### config.mk
export PLATFORM = sky130hd
export DESIGN_NAME = uart_tx_sched
export DESIGN_NICKNAME = d
export VERILOG_FILES = /design/src/rtl/uart_tx_sched.sv
export SDC_FILE = /design/constraint.sdc
export NUM_CORES = 1
export LEC_CHECK = 0
export CAP_MARGIN = 20
export CORE_MARGIN = 5
export CORE_UTILIZATION = 25
export DETAILED_ROUTE_END_ITERATION = 10
export SETUP_SLACK_MARGIN = 0.1
export SLEW_MARGIN = 20
export SYNTH_ARGS = -nofsm -noshare
export SYNTH_HDL_FRONTEND = slang
export SYNTH_SLANG_ARGS = --single-unit
export TNS_END_PERCENT = 30
### constraint.sdc
create_clock -name clk -period 1.7 [get_ports clk]
set_clock_uncertainty 0.2 [all_clocks]
set_input_delay 0.17 -clock clk [delete_from_list [all_inputs] [get_ports clk]]
set_output_delay 0.17 -clock clk [all_outputs]
set_load 0.05 [all_outputs]
### src/rtl/uart_tx_sched.sv
// uart_tx_sched: message-level round-robin scheduler that feeds single CPU bytes
// and 4-byte TRNG words into one byte-wide UART transmitter, one frame at a time.
module uart_tx_sched #(
    parameter bit MSB_FIRST = 1'b0
) (
    input  logic        clk,
    input  logic        resetn,
    input  logic        cpu_valid,
    input  logic [7:0]  cpu_byte,
    output logic        cpu_ready,
    input  logic        rng_valid,
    input  logic [31:0] rng_word,
    output logic        rng_ready,
    output logic        tx_valid,
    output logic [7:0]  tx_byte,
    input  logic        tx_active,
    input  logic        tx_done,
    output logic        busy,
    output logic        grant
);

    localparam int unsigned BYTE_W = 8;
    localparam int unsigned WORD_W = 32;
    localparam int unsigned CNT_W  = 3;

    localparam logic [CNT_W-1:0] CPU_BYTES = CNT_W'(1);
    localparam logic [CNT_W-1:0] RNG_BYTES = CNT_W'(4);
    localparam logic             OWNER_CPU = 1'b0;
    localparam logic             OWNER_RNG = 1'b1;

    typedef enum logic [2:0] {
        IDLE,
        ISSUE,
        WAIT_ACT,
        WAIT_DONE,
        NEXT
    } state_t;

    state_t              state;
    logic [WORD_W-1:0]   buffer;
    logic [CNT_W-1:0]    count;
    logic                last_owner;
    logic                tx_done_q;

    logic                grant_ok;
    logic                rng_wins;
    logic                accept;
    logic                done_fall;
    logic                from_top;
    logic [WORD_W-1:0]   load_word;
    logic [WORD_W-1:0]   buf_shifted;
    logic [CNT_W-1:0]    count_dec;

    // Byte at the head of the buffer: top byte when draining MSB-first, else bottom byte.
    function automatic logic [BYTE_W-1:0] head_byte(input logic [WORD_W-1:0] w, input logic top);
        head_byte = top ? w[WORD_W-1 -: BYTE_W] : w[BYTE_W-1:0];
    endfunction

    // Advance the buffer by one byte in the draining direction.
    function automatic logic [WORD_W-1:0] drop_byte(input logic [WORD_W-1:0] w, input logic top);
        drop_byte = top ? (w << BYTE_W) : (w >> BYTE_W);
    endfunction

    // Arbitration, handshake and datapath helpers.
    always_comb begin
        grant_ok    = resetn && (state == IDLE) && !tx_active && !tx_done;
        rng_wins    = rng_valid && (!cpu_valid || (last_owner == OWNER_CPU));
        cpu_ready   = grant_ok && cpu_valid && !rng_wins;
        rng_ready   = grant_ok && rng_wins;
        accept      = cpu_ready || rng_ready;
        load_word   = rng_wins ? rng_word : WORD_W'(cpu_byte);
        done_fall   = tx_done_q && !tx_done;
        from_top    = MSB_FIRST && (grant == OWNER_RNG);
        buf_shifted = drop_byte(buffer, from_top);
        count_dec   = count - CNT_W'(1);
    end

    // Message FSM with registered transmitter-side outputs.
    always_ff @(posedge clk or negedge resetn) begin
        if (!resetn) begin
            state      <= IDLE;
            buffer     <= '0;
            count      <= '0;
            last_owner <= OWNER_RNG;
            grant      <= OWNER_CPU;
            tx_done_q  <= 1'b0;
            tx_valid   <= 1'b0;
            tx_byte    <= '0;
            busy       <= 1'b0;
        end else begin
            tx_done_q <= tx_done;
            tx_valid  <= 1'b0;
            case (state)
                IDLE: begin
                    if (accept) begin
                        buffer     <= load_word;
                        count      <= rng_wins ? RNG_BYTES : CPU_BYTES;
                        grant      <= rng_wins;
                        last_owner <= rng_wins;
                        tx_valid   <= 1'b1;
                        tx_byte    <= head_byte(load_word, MSB_FIRST && rng_wins);
                        busy       <= 1'b1;
                        state      <= ISSUE;
                    end
                end
                ISSUE: begin
                    state <= WAIT_ACT;
                end
                WAIT_ACT: begin
                    if (tx_active) begin
                        state <= WAIT_DONE;
                    end
                end
                WAIT_DONE: begin
                    if (done_fall) begin
                        state <= NEXT;
                    end
                end
                NEXT: begin
                    buffer <= buf_shifted;
                    count  <= count_dec;
                    if (count_dec == '0) begin
                        busy  <= 1'b0;
                        state <= IDLE;
                    end else begin
                        tx_valid <= 1'b1;
                        tx_byte  <= head_byte(buf_shifted, from_top);
                        state    <= ISSUE;
                    end
                end
                default: begin
                    state <= IDLE;
                end
            endcase
        end
    end

endmodule

# ---- Word level (Yosys, flattened, before mapping)
# Index checks and enable logic that the tools add are counted.
dict set report op_classes {
  add_sub_neg 1
  mul 0
  n_div 0
  n_lt_le_gt_ge 0
  n_eq_ne 9
  shift 0
  mux 20
  n_bitwise 1
  n_reduce_logical 22
}
# operator count
set ops {}
lappend ops {{$mux W32} 2}
lappend ops {{$pmux W32 S2} 1}
lappend ops {{$mux W8} 2}
lappend ops {{$pmux W8 S2} 1}
lappend ops {{$mux W3} 5}
lappend ops {{$pmux W3 S5} 1}
lappend ops {{$ne A2 B2 Y1 const B} 5}
lappend ops {{$reduce_and A3 Y1} 3}
lappend ops {{$logic_and A1 B1 Y1} 8}
lappend ops {{$eq A3 B2 Y1 const B} 2}
lappend ops {{$logic_not A3 Y1} 2}
lappend ops {{$pmux W3 S2} 1}
lappend ops {{$mux W1} 5}
lappend ops {{$logic_not A1 Y1} 4}
lappend ops {{$pmux W1 S2} 2}
lappend ops {{$reduce_and A2 Y1} 2}
lappend ops {{$eq A3 B1 Y1 const B} 1}
lappend ops {{$eq A3 B3 Y1 const B} 1}
lappend ops {{$sub A3 B1 Y3 const B} 1}
lappend ops {{$logic_or A1 B1 Y1} 2}
lappend ops {{$reduce_bool A2 Y1} 1}
lappend ops {{$not A1 Y1} 1}
dict set report word_totals {
  reg_bits 51
  latchBits 0
  mem_bits_rw 0
  rom_bits 0
  in_bits 46
  out_inout_bits 13
  elab_cells 62
  n_memories 0
}

# ---- Longest topological paths before layout
dict set report logic_depth {
  word_depth 9
  depth_mapped 6
  depth_no_buf 6
}

# ---- Worst setup path after synthesis
# Ideal clock, no wire load.
dict set report synth_path {
  kind {register -> register}
  start {register state[1]}
  end {register buffer[26]}
  setup_ps 66
  arrival_time_ps 1588
  t_required_ps 1434
  slack_ps -154
  stages_incl_launch_ff 5
  n_path_buf 1
  period_less_slack_ps 1854
  path_cell_list {dfrtp_1 > nor4b_2 > and3_1 > buf_2 > a22o_1}
}
dict set report synth_via {
  word_cells_on_any_way 13
  cone_classes {2 x eq/ne; 1 x mux; 10 x reduce/logical}
}
# element line
set synth_rtl {}
lappend synth_rtl {{from (decl)} 39} ;# state_t state;
lappend synth_rtl {{from (signal assigned)} 81} ;# state <= IDLE;
lappend synth_rtl {{from (signal assigned)} 103} ;# state <= ISSUE;
lappend synth_rtl {{from (signal assigned)} 107} ;# state <= WAIT_ACT;
lappend synth_rtl {{$logic_not A3 Y1} 66} ;# grant_ok = resetn && (state == IDLE) && !tx_active && !tx_done;
lappend synth_rtl {{$logic_and A1 B1 Y1 (3 in series)} 66}
lappend synth_rtl {{$logic_and A1 B1 Y1} 69} ;# rng_ready = grant_ok && rng_wins;
lappend synth_rtl {{net rng_ready} 13} ;# output logic rng_ready,
lappend synth_rtl {{$logic_or A1 B1 Y1} 70} ;# accept = cpu_ready || rng_ready;
lappend synth_rtl {{$ne A2 B2 Y1 (no line)} n/a}
lappend synth_rtl {{$reduce_and A2 Y1 (no line)} n/a}
lappend synth_rtl {{to (signal assigned)} 96} ;# buffer <= load_word;
lappend synth_rtl {{to (signal assigned)} 120} ;# buffer <= buf_shifted;
lappend synth_rtl {{to (decl)} 40} ;# logic [WORD_W-1:0] buffer;
# The timed path passes the listed nets, and every way through them passes these cells.
# A chain may end at the register's enable or synchronous reset.

# ---- Worst setup path in the final report
dict set report layout_path {
  start {register state[1]}
  end {register tx_byte[6]}
}
dict set report layout_via {
  elab_chain_len 9
  word_cells_on_any_way 14
  cone_classes {3 x eq/ne; 1 x mux; 10 x reduce/logical}
}
# element line
set layout_rtl {}
lappend layout_rtl {{$logic_not A3 Y1} {66, 93}}
lappend layout_rtl {{$logic_and A1 B1 Y1 (3 in series)} 66}
lappend layout_rtl {{$logic_and A1 B1 Y1 (2 in series)} 68} ;# cpu_ready = grant_ok && cpu_valid && !rng_wins;
lappend layout_rtl {{$logic_or A1 B1 Y1} 70}
lappend layout_rtl {{$ne A2 B2 Y1 (no line)} n/a}
lappend layout_rtl {{$reduce_and A3 Y1 (no line)} n/a}
lappend layout_rtl {{to (signal assigned)} 101} ;# tx_byte <= head_byte(load_word, MSB_FIRST && rng_wins);
lappend layout_rtl {{to (signal assigned)} 127} ;# tx_byte <= head_byte(buf_shifted, from_top);
lappend layout_rtl {{to (decl)} 15} ;# output logic [7:0] tx_byte,
# Several ways; a longest one is shown, not always the timed one.

==> impl_metrics.yaml <==
worst_setup_path:
  crit_path_start_kind: "flop"
  crit_type: "flop to flop"
  cp-end-kind: "flop"
  critPathRequiredTime_ps: 1680
  worstReg2RegStart: "state[1]$_DFFE_PN0P_"
  crit_arrival_ps: 1890
  cp_max_fo: 9
  cp-startpoint: "state[1]$_DFFE_PN0P_"
yosys:
  syn_area_um2: 2000
  synth_nets: 240
  postSynthCellCount: 192
  syn_avg_cell_area_um2: 10.4
  postSynth.asyncResetShare_pct: 100
  synth-main-ff-cell: "dfrtp_1"
  ys_types: 36
  ys_ff_latch: 43
  seq_area_frac_synth_pct: 53.8
  synth_edf_count: 0
  yosysWarningCount: 0
floorplanning:
  die_w_um: 99.5
  start_util_pct: 25.8
  ioPinCount: 59
  fp.dieH_um: 99.5
  die_area_um2: 9900
  rows: 32
  fp.coreArea_um2: 7770
clock_tree:
  path_clk_slew_ps: 80
  cts_buffer_depth: 2
  insertion_delay_ps: 300
  clock_sinks: 43
  cts_made_buffers: 5
  ctsHtreeMaxLevel: 2
  root_buffer: "clkbuf_8"
  cts_tree: "done"
global_routing:
  antenna_found_initial: 0
  grt_pass1_vias: 1868
  track_usage_pct: 11.7
  gr-total-overflow: 0
  grt_pass1_wl_um: 9140
  grt_max_degree: 44
layout:
  drive_above_1_share_pct: 33.5
  syn_to_final_growth_pct: 59.8
  final_util_pct: 41.2
  antenna-diode-count: 0
  stdcell_area_um2: 3200
  final_nets: 331
routing:
  post_drt_via_cell_ratio: 4.60
  ant_nets: 0
  dr.pass1.iters: 5
  drc: 0
  num_vias: 1775
  wl_um: 5520
  detail_route.wl_per_cell_um: 14.3
  drtIter0Drc: 81
place:
  dp_hpwl_um: 3910
  gp_congestion: 0.739
  placed_area_um2: 2910
  port_buffers: 58
sta:
  fin_hold_ws_ps: 215
  relSlewSlack_pct: 63.0
  fmax_ghz: 0.524
  slew_viol_final: 0
  finalCriticalPeriod_ps: 1910
  final_hold_viol_count: 0
  fin_crit_sh_pct: 112
  finalSetupViolCount: 37
  finalWorstSetupSlack_ps: -207
  rsz0062_at_grt: "yes"
  tns_ps: -3190
  worst_pin_slew_ps: 555
pwr:
  p_leak_nw: 1.44
  ir_drop_v: 0.000357
  p_per_area_nw_per_um2: 1440
run_status:
  status: "finished, violations left"
  violations: "setup timing"
hold_path:
  hp-class: "input port to flop"
  hold_start: "tx_done"
flow_run:
  cap_viol_max_count: 0
## logic make-up after synthesis
logic type	synth area share, %
buffers and inverters	3.25
AND/OR/NAND/NOR	13.3
XOR/XNOR	0.438
flip-flops	53.8
AO/OA/AOI/OAI	23.5
adder cells (fa/ha/maj)	1.25
multiplexers	4.50
## placed cells by master (no fill, tap or decap), types with 2 or more instances in the layout
| cell type | count |
|---|---|
| buf_6 | 7 |
| dfrtp_1 | 40 |
| a22oi_1 | 14 |
| a22o_1 | 8 |
| clkbuf_8 | 5 |
| nor2_1 | 4 |
| nand2b_1 | 2 |
| o21ai_1 | 12 |
| a21o_1 | 2 |
| clkbuf_16 | 2 |
| a31oi_1 | 2 |
| a21oi_1 | 16 |
| a31oi_4 | 2 |
| o21ai_2 | 2 |
| mux2_2 | 8 |
| o21ai_0 | 4 |
| nand2_1 | 23 |
| buf_12 | 5 |
| nor2_2 | 6 |
| inv_1 | 3 |
| ha_1 | 2 |
| a22oi_2 | 2 |
| buf_4 | 35 |
| clkdlybuf4s50_1 | 44 |
| dfrtp_2 | 2 |
| nand2_2 | 4 |
## layer usage
metal  routed length [um]  vias up  track usage (%)  part of all wire (%)
met4                  150        0             5.25                   2.7
met5                    0        -                0                     0
li1                     -      878                -                     -
met3                  326       10             2.95                   5.9
met2                 2660       54             19.1                    48
met1                 2380      833             14.6                    43
## synth_stat cells (2+ instances only)
| cell | count | area (um^2) |
|---|---|---|
| o21ai_0 | 17 | 85.1 |
| inv_1 | 4 | 15.0 |
| mux2_2 | 8 | 90.1 |
| ha_1 | 2 | 25.0 |
| a22oi_1 | 16 | 120 |
| a22o_1 | 8 | 70.1 |
| a31oi_1 | 3 | 18.8 |
| a21oi_1 | 17 | 85.1 |
| clkbuf_1 | 4 | 15.0 |
| a21o_1 | 2 | 15.0 |
| and3_1 | 2 | 12.5 |
| nand2b_1 | 3 | 18.8 |
| nand2_1 | 27 | 101 |
| buf_2 | 7 | 35.0 |
| dfrtp_1 | 42 | 1050 |
| nor2_1 | 10 | 37.5 |
## through the flow
stage	setup WS, ps	std cells	total power [mW]
floorplan	-58.4	192	2.96
global placement	-388	366	3.66
detailed placement	-405	366	3.73
CTS	-216	384	4.58
global route	-302	386	4.94
finish	-207	386	4.60
## worst paths after layout
path / endpoint / slack, ps / cells past startpoint
worst max-delay path: tx_byte[6]$_DFFE_PN0P_ / -210 / 5
worst min-delay path: tx_done_q$_DFF_PN0_ / 210 / 1
worst max register to register: tx_byte[6]$_DFFE_PN0P_ / -210 / 5
worst min register to register: count[1]$_DFFE_PN0P_ / 290 / 2
max in group asynchronous: state[1]$_DFFE_PN0P_ / 590 / 3
min in group asynchronous: buffer[25]$_DFFE_PN0P_ / 310 / 3
## sequential cells by signal, summed over array words and instances, names as in the netlist
| signal | count |
|---|---|
| buffer | 24 |
| busy | 1 |
| count | 3 |
| grant | 1 |
| last_owner | 1 |
| state | 3 |
| tx_byte | 8 |
| tx_done_q | 1 |
| tx_valid | 1 |
## area by class of cell
type	instances	area [um^2]
Multi-Input combinational cell	134	942
Sequential cell	43	1080
Inverter	4	17.5
Fill cell	802	4570
Clock buffer	6	72.6
Timing Repair Buffer	95	947
Clock inverter	2	12.5
Tap cell	102	128
## where the power goes
part	switching (mW)	internal, mW	leakage, nW
Combinational	1.17	1.05	0.850
Sequential	0.287	1.46	0.552
Clock	0.346	0.287	0.0412
Total	1.80	2.79	1.44
## what timing repair did
| item | in CTS | in global routing |
|---|---|---|
| buffers inserted | 7 | 1 |
| gates cloned | 2 | 1 |
| gates resized for setup | 12 | 28 |
| pin swaps | 8 | 1 |
| hold endpoints to repair | 42 | 0 |
| endpoints found under the setup margin | 41 | 42 |
| hold buffers | 1 | 0 |
## worst max-delay path, cell delays in order, from the launching register on
cell and delay (ps):
dfrtp_2 440, buf_4 170, or3b_4 420, a31oi_4 200, nor2_4 100, mux2_2 270
(Power assumes the default switching activity.)
